==> config.mk <==
export PLATFORM = sky130hd
export DESIGN_NAME = mul_seq_wb_flat
export DESIGN_NICKNAME = d
export VERILOG_FILES = /design/src/rtl/mul_seq_wb_if.sv /design/src/rtl/mul_seq_wb.sv /design/src/flat_wrapper.sv
export SDC_FILE = /design/constraint.sdc
export NUM_CORES = 1
export LEC_CHECK = 0
export BUFFER_PORTS_ARGS = -buffer_cell sky130_fd_sc_hd__buf_2
export CAP_MARGIN = 5
export CORE_UTILIZATION = 25
export DETAILED_ROUTE_END_ITERATION = 16
export GPL_ROUTABILITY_DRIVEN = 0
export REMOVE_ABC_BUFFERS = 1
export SYNTH_ARGS = -nofsm -noshare
export SYNTH_HDL_FRONTEND = slang
export SYNTH_SLANG_ARGS = --single-unit
export TNS_END_PERCENT = 5
==> constraint.sdc <==
create_clock -name Clock -period 6.1 [get_ports Clock]
set_input_delay 0.305 -clock Clock [delete_from_list [all_inputs] [get_ports Clock]]
set_output_delay 0.305 -clock Clock [all_outputs]
set_load 0.005 [all_outputs]
==> src/rtl/mul_seq_wb_if.sv <==
// rtl/mul_seq_wb_if.sv - operand/request and register-file write-back bundle for mul_seq_wb
interface mul_seq_wb_if #(
  parameter int WIDTH = 32
);
  logic             Start;
  logic [WIDTH-1:0] OpA;
  logic [WIDTH-1:0] OpB;
  logic [4:0]       DestReg;
  logic             Wide;
  logic             Busy;
  logic             Done;
  logic             RegWrite;
  logic [4:0]       WriteRegNo;
  logic [WIDTH-1:0] WriteData;
  logic [WIDTH-1:0] ProductHi;

  modport master (
    output Start, OpA, OpB, DestReg, Wide,
    input  Busy, Done, RegWrite, WriteRegNo, WriteData, ProductHi
  );

  modport slave (
    input  Start, OpA, OpB, DestReg, Wide,
    output Busy, Done, RegWrite, WriteRegNo, WriteData, ProductHi
  );
endinterface

==> src/rtl/mul_seq_wb.sv <==
// rtl/mul_seq_wb.sv - sequential shift-add unsigned multiplier with register-file write-back
// One multiplier bit per cycle; low word then optional high word written back.
module mul_seq_wb #(
  parameter int WIDTH = 32,
  parameter int CNT_W = 6
) (
  input  logic        Clock,
  input  logic        Reset,
  mul_seq_wb_if.slave bus
);

  typedef enum logic [1:0] {IDLE, MUL, WR_LO, WR_HI} state_t;

  state_t             state_q, state_d;
  logic [CNT_W-1:0]   cnt_q, cnt_d;
  logic [2*WIDTH-1:0] acc_q, acc_d;
  logic [WIDTH-1:0]   mcand_q, mcand_d;
  logic [WIDTH-1:0]   mplier_q, mplier_d;
  logic [4:0]         dest_q, dest_d;
  logic               wide_q, wide_d;

  logic               busy_q, busy_d;
  logic               done_q, done_d;
  logic               regwrite_q, regwrite_d;
  logic [4:0]         wrno_q, wrno_d;
  logic [WIDTH-1:0]   wdata_q, wdata_d;
  logic [WIDTH-1:0]   prodhi_q, prodhi_d;

  logic [WIDTH:0]     sum;
  logic               hi_go;

  // Register 31 has no successor, so the high word never wraps to register 0.
  assign hi_go = wide_q && (dest_q != 5'd31);

  always_ff @(posedge Clock or negedge Reset) begin
    if (!Reset) begin
      state_q    <= IDLE;
      cnt_q      <= '0;
      acc_q      <= '0;
      mcand_q    <= '0;
      mplier_q   <= '0;
      dest_q     <= '0;
      wide_q     <= 1'b0;
      busy_q     <= 1'b0;
      done_q     <= 1'b0;
      regwrite_q <= 1'b0;
      wrno_q     <= '0;
      wdata_q    <= '0;
      prodhi_q   <= '0;
    end else begin
      state_q    <= state_d;
      cnt_q      <= cnt_d;
      acc_q      <= acc_d;
      mcand_q    <= mcand_d;
      mplier_q   <= mplier_d;
      dest_q     <= dest_d;
      wide_q     <= wide_d;
      busy_q     <= busy_d;
      done_q     <= done_d;
      regwrite_q <= regwrite_d;
      wrno_q     <= wrno_d;
      wdata_q    <= wdata_d;
      prodhi_q   <= prodhi_d;
    end
  end

  always_comb begin
    state_d  = state_q;
    cnt_d    = cnt_q;
    acc_d    = acc_q;
    mcand_d  = mcand_q;
    mplier_d = mplier_q;
    dest_d   = dest_q;
    wide_d   = wide_q;
    sum      = '0;
    case (state_q)
      IDLE: begin
        if (bus.Start) begin
          mcand_d  = bus.OpA;
          mplier_d = bus.OpB;
          dest_d   = bus.DestReg;
          wide_d   = bus.Wide;
          acc_d    = '0;
          cnt_d    = CNT_W'(WIDTH);
          state_d  = MUL;
        end
      end
      MUL: begin
        // Carry lands in sum[WIDTH] and is shifted into the accumulator MSB.
        sum      = {1'b0, acc_q[2*WIDTH-1:WIDTH]} + (mplier_q[0] ? {1'b0, mcand_q} : '0);
        acc_d    = {sum, acc_q[WIDTH-1:1]};
        mplier_d = mplier_q >> 1;
        cnt_d    = cnt_q - 1'b1;
        if (cnt_q == CNT_W'(1)) begin
          state_d = WR_LO;
        end
      end
      WR_LO:   state_d = hi_go ? WR_HI : IDLE;
      default: state_d = IDLE;
    endcase
  end

  // Outputs are decoded from the next state so every flop is valid for the whole cycle.
  always_comb begin
    busy_d     = (state_d != IDLE);
    done_d     = 1'b0;
    regwrite_d = 1'b0;
    wrno_d     = '0;
    wdata_d    = '0;
    prodhi_d   = prodhi_q;
    case (state_d)
      WR_LO: begin
        regwrite_d = (dest_q != 5'd0);
        wrno_d     = dest_q;
        wdata_d    = acc_d[WIDTH-1:0];
        if (!hi_go) begin
          done_d   = 1'b1;
          prodhi_d = acc_d[2*WIDTH-1:WIDTH];
        end
      end
      WR_HI: begin
        regwrite_d = 1'b1;
        wrno_d     = dest_q + 5'd1;
        wdata_d    = acc_d[2*WIDTH-1:WIDTH];
        done_d     = 1'b1;
        prodhi_d   = acc_d[2*WIDTH-1:WIDTH];
      end
      default: ;
    endcase
  end

  assign bus.Busy       = busy_q;
  assign bus.Done       = done_q;
  assign bus.RegWrite   = regwrite_q;
  assign bus.WriteRegNo = wrno_q;
  assign bus.WriteData  = wdata_q;
  assign bus.ProductHi  = prodhi_q;

endmodule

==> src/flat_wrapper.sv <==
// flat-port wrapper written by rule: the top's interface ports become plain ports
module mul_seq_wb_flat 
#(
  parameter int WIDTH = 32,
  parameter int CNT_W = 6
)
  (Clock, Reset, bus_Start, bus_OpA, bus_OpB, bus_DestReg, bus_Wide, bus_Busy, bus_Done, bus_RegWrite, bus_WriteRegNo, bus_WriteData, bus_ProductHi);
  mul_seq_wb_if #(.WIDTH(WIDTH)) bus_i ();
  input  logic Clock;
  input  logic Reset;
  input wire logic [$bits(bus_i.Start)-1:0] bus_Start;
  input wire logic [$bits(bus_i.OpA)-1:0] bus_OpA;
  input wire logic [$bits(bus_i.OpB)-1:0] bus_OpB;
  input wire logic [$bits(bus_i.DestReg)-1:0] bus_DestReg;
  input wire logic [$bits(bus_i.Wide)-1:0] bus_Wide;
  output wire logic [$bits(bus_i.Busy)-1:0] bus_Busy;
  output wire logic [$bits(bus_i.Done)-1:0] bus_Done;
  output wire logic [$bits(bus_i.RegWrite)-1:0] bus_RegWrite;
  output wire logic [$bits(bus_i.WriteRegNo)-1:0] bus_WriteRegNo;
  output wire logic [$bits(bus_i.WriteData)-1:0] bus_WriteData;
  output wire logic [$bits(bus_i.ProductHi)-1:0] bus_ProductHi;
  assign bus_i.Start = bus_Start;
  assign bus_i.OpA = bus_OpA;
  assign bus_i.OpB = bus_OpB;
  assign bus_i.DestReg = bus_DestReg;
  assign bus_i.Wide = bus_Wide;
  assign bus_Busy = bus_i.Busy;
  assign bus_Done = bus_i.Done;
  assign bus_RegWrite = bus_i.RegWrite;
  assign bus_WriteRegNo = bus_i.WriteRegNo;
  assign bus_WriteData = bus_i.WriteData;
  assign bus_ProductHi = bus_i.ProductHi;
  mul_seq_wb #(.WIDTH(WIDTH), .CNT_W(CNT_W)) u_core (.Clock(Clock), .Reset(Reset), .bus(bus_i));
endmodule
==> results of run 1 <==
==> cell usage in the layout, fill, tap and decap left out, drive strengths merged, types with 4 or more instances in the layout <==
cell / n
dfrtp: 214
o211ai: 4
nor4: 4
nand4: 8
a21o: 12
nand2: 196
nor2b: 33
nor2: 35
inv: 21
a22o: 36
mux2: 12
xnor2: 14
o21ai: 106
and3: 7
and2: 36
a211oi: 6
nand3: 14
ha: 37
a221oi: 4
a31oi: 8
buf: 156
o21bai: 6
a22oi: 37
clkbuf: 35
dlygate4sd3: 38
xor2: 15
o21a: 4
a21oi: 71
o221ai: 4
==> report_power, final <==
group | internal, mW | total (mW) | switching [mW]
Clock | 0.812 | 1.41 | 0.597
Combinational | 0.818 | 2.06 | 1.24
Sequential | 1.90 | 2.24 | 0.336
Total | 3.53 | 5.70 | 2.17
==> logic make-up after synthesis <==
logic type                 Yosys count
AOI/OAI and AO/OA                  328
xor gates and xnor gates            29
adders and majority gates           38
buffers and inverters               87
DFF                                214
muxes                               13
and+or+nand+nor                    352
==> flip-flops by register name (all words and copies together) (netlist names), 2 cells and up <==
signal                 count
u_core.acc_q              64
u_core.bus.ProductHi      32
u_core.bus.WriteData      32
u_core.mcand_q            32
u_core.mplier_q           32
u_core.cnt_q               6
u_core.bus.WriteRegNo      5
u_core.dest_q              5
u_core.state_q             2
==> final cells by class <==
class	instances	area, sq um
Clock buffer	35	713
Clock inverter	7	47.5
Fill cell	4282	28200
Inverter	19	71.3
Multi-Input combinational cell	760	4690
Sequential cell	214	5360
Tap cell	532	666
Timing Repair Buffer	194	1200
==> final timing paths <==
check | startpoint | end | slack, ns | depth (start not counted)
hold reg to reg | u_core.mcand_q[25]$_DFFE_PN0P_ | u_core.mcand_q[25]$_DFFE_PN0P_ | 0.47 | 2
hold / removal | bus_OpA[0] | u_core.mcand_q[0]$_DFFE_PN0P_ | 0.04 | 3
min in group asynchronous | Reset | u_core.bus.ProductHi[5]$_DFFE_PN0P_ | 0.42 | 2
setup / recovery | u_core.mplier_q[0]$_DFFE_PN0P_ | u_core.bus.ProductHi[31]$_DFFE_PN0P_ | 2.32 | 10
max in group asynchronous | Reset | u_core.mcand_q[15]$_DFFE_PN0P_ | 4.33 | 3
setup reg to reg | u_core.mplier_q[0]$_DFFE_PN0P_ | u_core.bus.ProductHi[31]$_DFFE_PN0P_ | 2.32 | 10
==> metrics by stage <==
stage | worst slack (ns) | std cells | total power [mW] | area (sq um) | hold WS (ns)
after floorplan | 1.98 | 993 | 3.56 | 10100 | 0.00941
after global placement | 2.35 | 1681 | 4.25 | 11600 | 0.414
after detailed placement | 2.31 | 1681 | 4.31 | 11600 | 0.419
after CTS | 2.26 | 1761 | 5.78 | 12700 | 0.00128
after global routing | 2.09 | 1761 | 6.15 | 12700 | 0.0225
final | 2.32 | 1761 | 5.70 | 12700 | 0.0402
==> critical path: cells and delay by family (launching register included) <==
kind,cells,cell delay (ns)
fa+ha+maj,2,0.64
flops,1,0.71
compound gates,7,2.00
simple gates,1,0.31
==> routing by layer <==
metal	global-route usage, %	vias up	wire length, um
met2	23.5	208	13800
li1	-	4053	-
met4	4.39	0	672
met3	2.85	40	1670
met5	0	-	0
met1	18.6	4074	13700
==> out/results.tsv, run 1 <==
metric	value	unit
hold_buffers	38	
min_path_type	in -> reg	
status	complete, no violations	
crit_path_max_incr_delay	0.71	ns
grt_max_degree	101	
path_class	reg -> reg	
antenna_found_initial	0	
period_minus_slack	3.78	ns
numClockSinks	214	
fp-row-count	74	
synth_edf_count	0	
core_area	0.0409	sq mm
synth_top_family_by_area	compound AO/OA/AOI/OAI gates	
path_cells	and2_1, ha_1, fa_1, a21oi_1, o211ai_1, a22o_1, a2111oi_0, o21ai_1, a211oi_1, o31ai_1	
syn_to_final_growth	22.7	%
ys_warn_count	0	
syn_area	0.0104	sq mm
hold_viol_final	0	
root_buffer	clkbuf_16	
setup_tns	0	ns
critPathMaxFanout	33	
async_flop_share	100	%
postRouteAntennaNets	0	
drtIter0Drc	603	
cts_resized	0	
ir_worst_vdd	0.184	mV
diodes	0	
setup_viol	0	
synth_top_cell_by_area	dfrtp_1	
synth_xor_area_share	2.45	%
wl	29.9	mm
cp.required	6.50	ns
port_buffers	144	
slowest_stage	dfrtp_1	
viasPerCell	4.76	
synth_fa_ha_area_share	4.65	%
drc	0	
yosys-top-cells-count	dfrtp_1, nand2_1, o21ai_0	
ys_seq_elements	214	
arrival	4.18	ns
worst_pin_slew	1.27	ns
synth-simple-area-share	15.8	%
period_share	62.0	%
grt_pass1_vias	8401	
rsz0062_at_grt	no	
fp.dieH	206	um
cts_buffers	25	
nNetsFinal	1325	
syn_inst	1061	
yosysMostFrequentCell	dfrtp_1	
p_per_area	447	mW/mm^2
cp-start-kind	register	
initial_utilization	25.4	%
die_w	206	um
path_clk_slew	0.06	ns
vias	8375	
cap_violations	0	
cts_tree	done	
synthTopCellsByArea	dfrtp_1, nand2_1, o21ai_0, ha_1, a21oi_1	
grt_use_total	14.2	%
grt-ovfl-total	0	
clock.fmax	265	MHz
synth_compound_area_share	20.6	%
synth_cell_types	69	
clk_path_buf_depth	3	
grt_pass1_wl	47.1	mm
wl_per_cell	17.0	um
slew_violations	0	
relSlewSlack	15.3	%
ios	145	
clk_latency	0.53	ns
layout-drive-gt1-share	18.1	%
postCtsSetupBuffers	0	
dpl.hpwl	19.8	mm
fin_util	31.1	%
firstDrtPassIters	7	
avgSynthCellArea	9.79	sq um
cts_max_level	1	
cp-end-kind	register	
total_leakage_power	6.10	nW
ys_seq_area_share	51.6	%
dieArea	0.0424	sq mm
synth_ff_type	dfrtp_1	
skew	0.0190	ns
muxShareOfSynthArea	1.43	%
yosysTopAreaCellShare	51.6	%
Power figures use the tool's default switching activity.
==> run 2, diff against run 1 <==
Clock period 6.1 ns to 3.1 ns, I/O delays scaled along.
==> run 2 against run 1 <==
Compared with the run above:
- final area grew 4.9%
- count of clock-buffer cells in the layout shrank 2
- routed wire length grew 1.4%
- critical path type unchanged
- largest power group unchanged
==> out/results.tsv, run 2 (synthesis results as in run 1) <==
metric	value	unit	change
layout-drive-gt1-share	19.6	%	+1.5 points
grt_use_total	14.2	%	+0.027 points
grt_pass1_vias	8371		-0.36%
crit_buf_inv	1		+1
cap_violations	0		unchanged
firstDrtPassIters	5		-2
largest_reg_flops	64		unchanged
dpl.hpwl	20.8	mm	+5.0%
die_w	206	um	unchanged
grt_pass1_wl	47.1	mm	about the same
setup_viol	0		unchanged
core_area	0.0409	sq mm	unchanged
wl_per_cell	16.7	um	-1.8%
relSlewSlack	40.3	%	+25 points
viasPerCell	4.71		-1.0%
fillers	4212		-1.6%
grt_max_degree	94		-6.9%
vias	8553		+2.1%
antenna_found_initial	0		unchanged
min_path_type	in -> reg		
path_class	reg -> reg		
port_buffers	144		unchanged
drc	0		unchanged
cp-start-kind	register		
cts_tree	done		
min_from	bus_Start		
hold_viol_final	0		unchanged
crit_path_max_incr_delay	0.41	ns	-0.30 ns
p_per_area	871	mW/mm^2	+95%
final_cell_mix	dfrtp_1, nand2_1, buf_2		
fp-row-count	74		unchanged
pre_cts_slack	0.0613	ns	-2.24 ns
arrival	3.40	ns	-0.78 ns
clock.fmax	336	MHz	+27%
dieArea	0.0424	sq mm	unchanged
status	complete, no violations		
nNetsFinal	1378		+4.0%
fin_util	32.7	%	+1.5 points
ir_worst_vdd	0.361	mV	+97%
numClockSinks	214		unchanged
clk_path_buf_depth	3		unchanged
skew	0.0215	ns	+0.00253 ns
cp-end-kind	register		
grt-ovfl-total	0		unchanged
drtIter0Drc	515		-15%
slew_violations	0		unchanged
top_register	u_core.acc_q		
crit_family	compound AO/OA/AOI/OAI gates		
ios	145		unchanged
fp.dieH	206	um	unchanged
syn_to_final_growth	28.8	%	
crit_start	u_core.mplier_q[0]$_DFFE_PN0P_		
wl	30.3	mm	+1.4%
initial_utilization	25.4	%	unchanged
cts_buffers	24		-4.0%
total_leakage_power	6.39	nW	+4.7%
path_cells	buf_4, and2_1, ha_1, o211a_1, a21oi_2, or3_4, a21boi_4, a31o_4, nor2_2, a211o_1, mux2_4		
fin_ws	0.125	ns	-2.19 ns
cp.required	3.53	ns	-2.97 ns
root_buffer	clkbuf_16		
final_common_cell	dfrtp_1		
cts_max_level	1		unchanged
postRouteAntennaNets	0		unchanged
diodes	0		unchanged
clk_latency	0.54	ns	about the same
period_minus_slack	2.97	ns	-0.805 ns
path_clk_slew	0.06	ns	about the same
regToRegStartpoint	u_core.mplier_q[0]$_DFFE_PN0P_		
slowest_stage	or3_4		
worst_pin_slew	0.895	ns	-0.370 ns
critPathMaxFanout	16		-52%
rsz0062_at_grt	yes		
period_share	96.0	%	+34 points
## run 2: final timing paths
kind / endpoint / slack [ns] / cells after the start
max reg2reg: u_core.bus.ProductHi[22]$_DFFE_PN0P_ / 0.13 / 11
max in group asynchronous: u_core.mcand_q[27]$_DFFE_PN0P_ / 2.02 / 3
min: u_core.mcand_q[2]$_DFFE_PN0P_ / 0.15 / 4
max: u_core.bus.ProductHi[22]$_DFFE_PN0P_ / 0.13 / 11
min in group asynchronous: u_core.bus.WriteData[6]$_DFF_PN0_ / 0.23 / 2
min reg2reg: u_core.mcand_q[18]$_DFFE_PN0P_ / 0.47 / 2
## run 2: what timing repair did
action                                  4_1_cts  5_1_grt
hold buffers                                 70        0
buffers inserted                              0        1
endpoints found under the hold margin       158        0
endpoints found under the setup margin        0       13
resized for setup                             0        7
## run 2: per-layer routing
metal / routed length (um) / vias to the layer above / part of all wire, % / global-route usage (%)
met5: 0 / - / 0 / 0
met4: 541 / 0 / 1.8 / 3.91
met3: 2170 / 31 / 7.2 / 3.67
met2: 14300 / 207 / 47 / 23.5
met1: 13300 / 4146 / 44 / 18.3
li1: - / 4169 / - / -
## run 2: power by group
group	internal, mW	switching [mW]	total, mW
clock	1.79	1.19	2.98
sequential	3.74	0.632	4.37
combinational	1.78	2.51	4.30
total	7.31	4.34	11.6
## run 2: layout make-up
| cell class | instances | area (sq um) | area share (%) |
|---|---|---|---|
| multi-input cells | 760 | 4730 | 35.4 |
| clock inverters | 11 | 155 | 1.16 |
| well taps | 532 | 666 | 4.98 |
| repair buffers | 248 | 1720 | 12.9 |
| clock buffers | 33 | 674 | 5.04 |
| flip-flops and latches | 214 | 5360 | 40.0 |
| inverters | 19 | 71.3 | 0.533 |
## run 2: through the flow
stage	hold WS [ns]	TNS (ns)	total power [mW]	area (sq um)	cells
after floorplan	-0.141	-100.39	7.00	10100	993
after global placement	0.222	0	8.53	11800	1702
after detailed placement	0.223	0	8.64	11800	1702
after CTS	0.113	0	11.8	13300	1816
after global routing	0.164	-0.0356	12.5	13400	1817
final	0.148	0	11.6	13400	1817
## run 2: worst min-delay path: stages
cell and delay, ns:
buf_2 0.15, nor3b_2 0.23, nand2_1 0.08, nand2_1 0.04
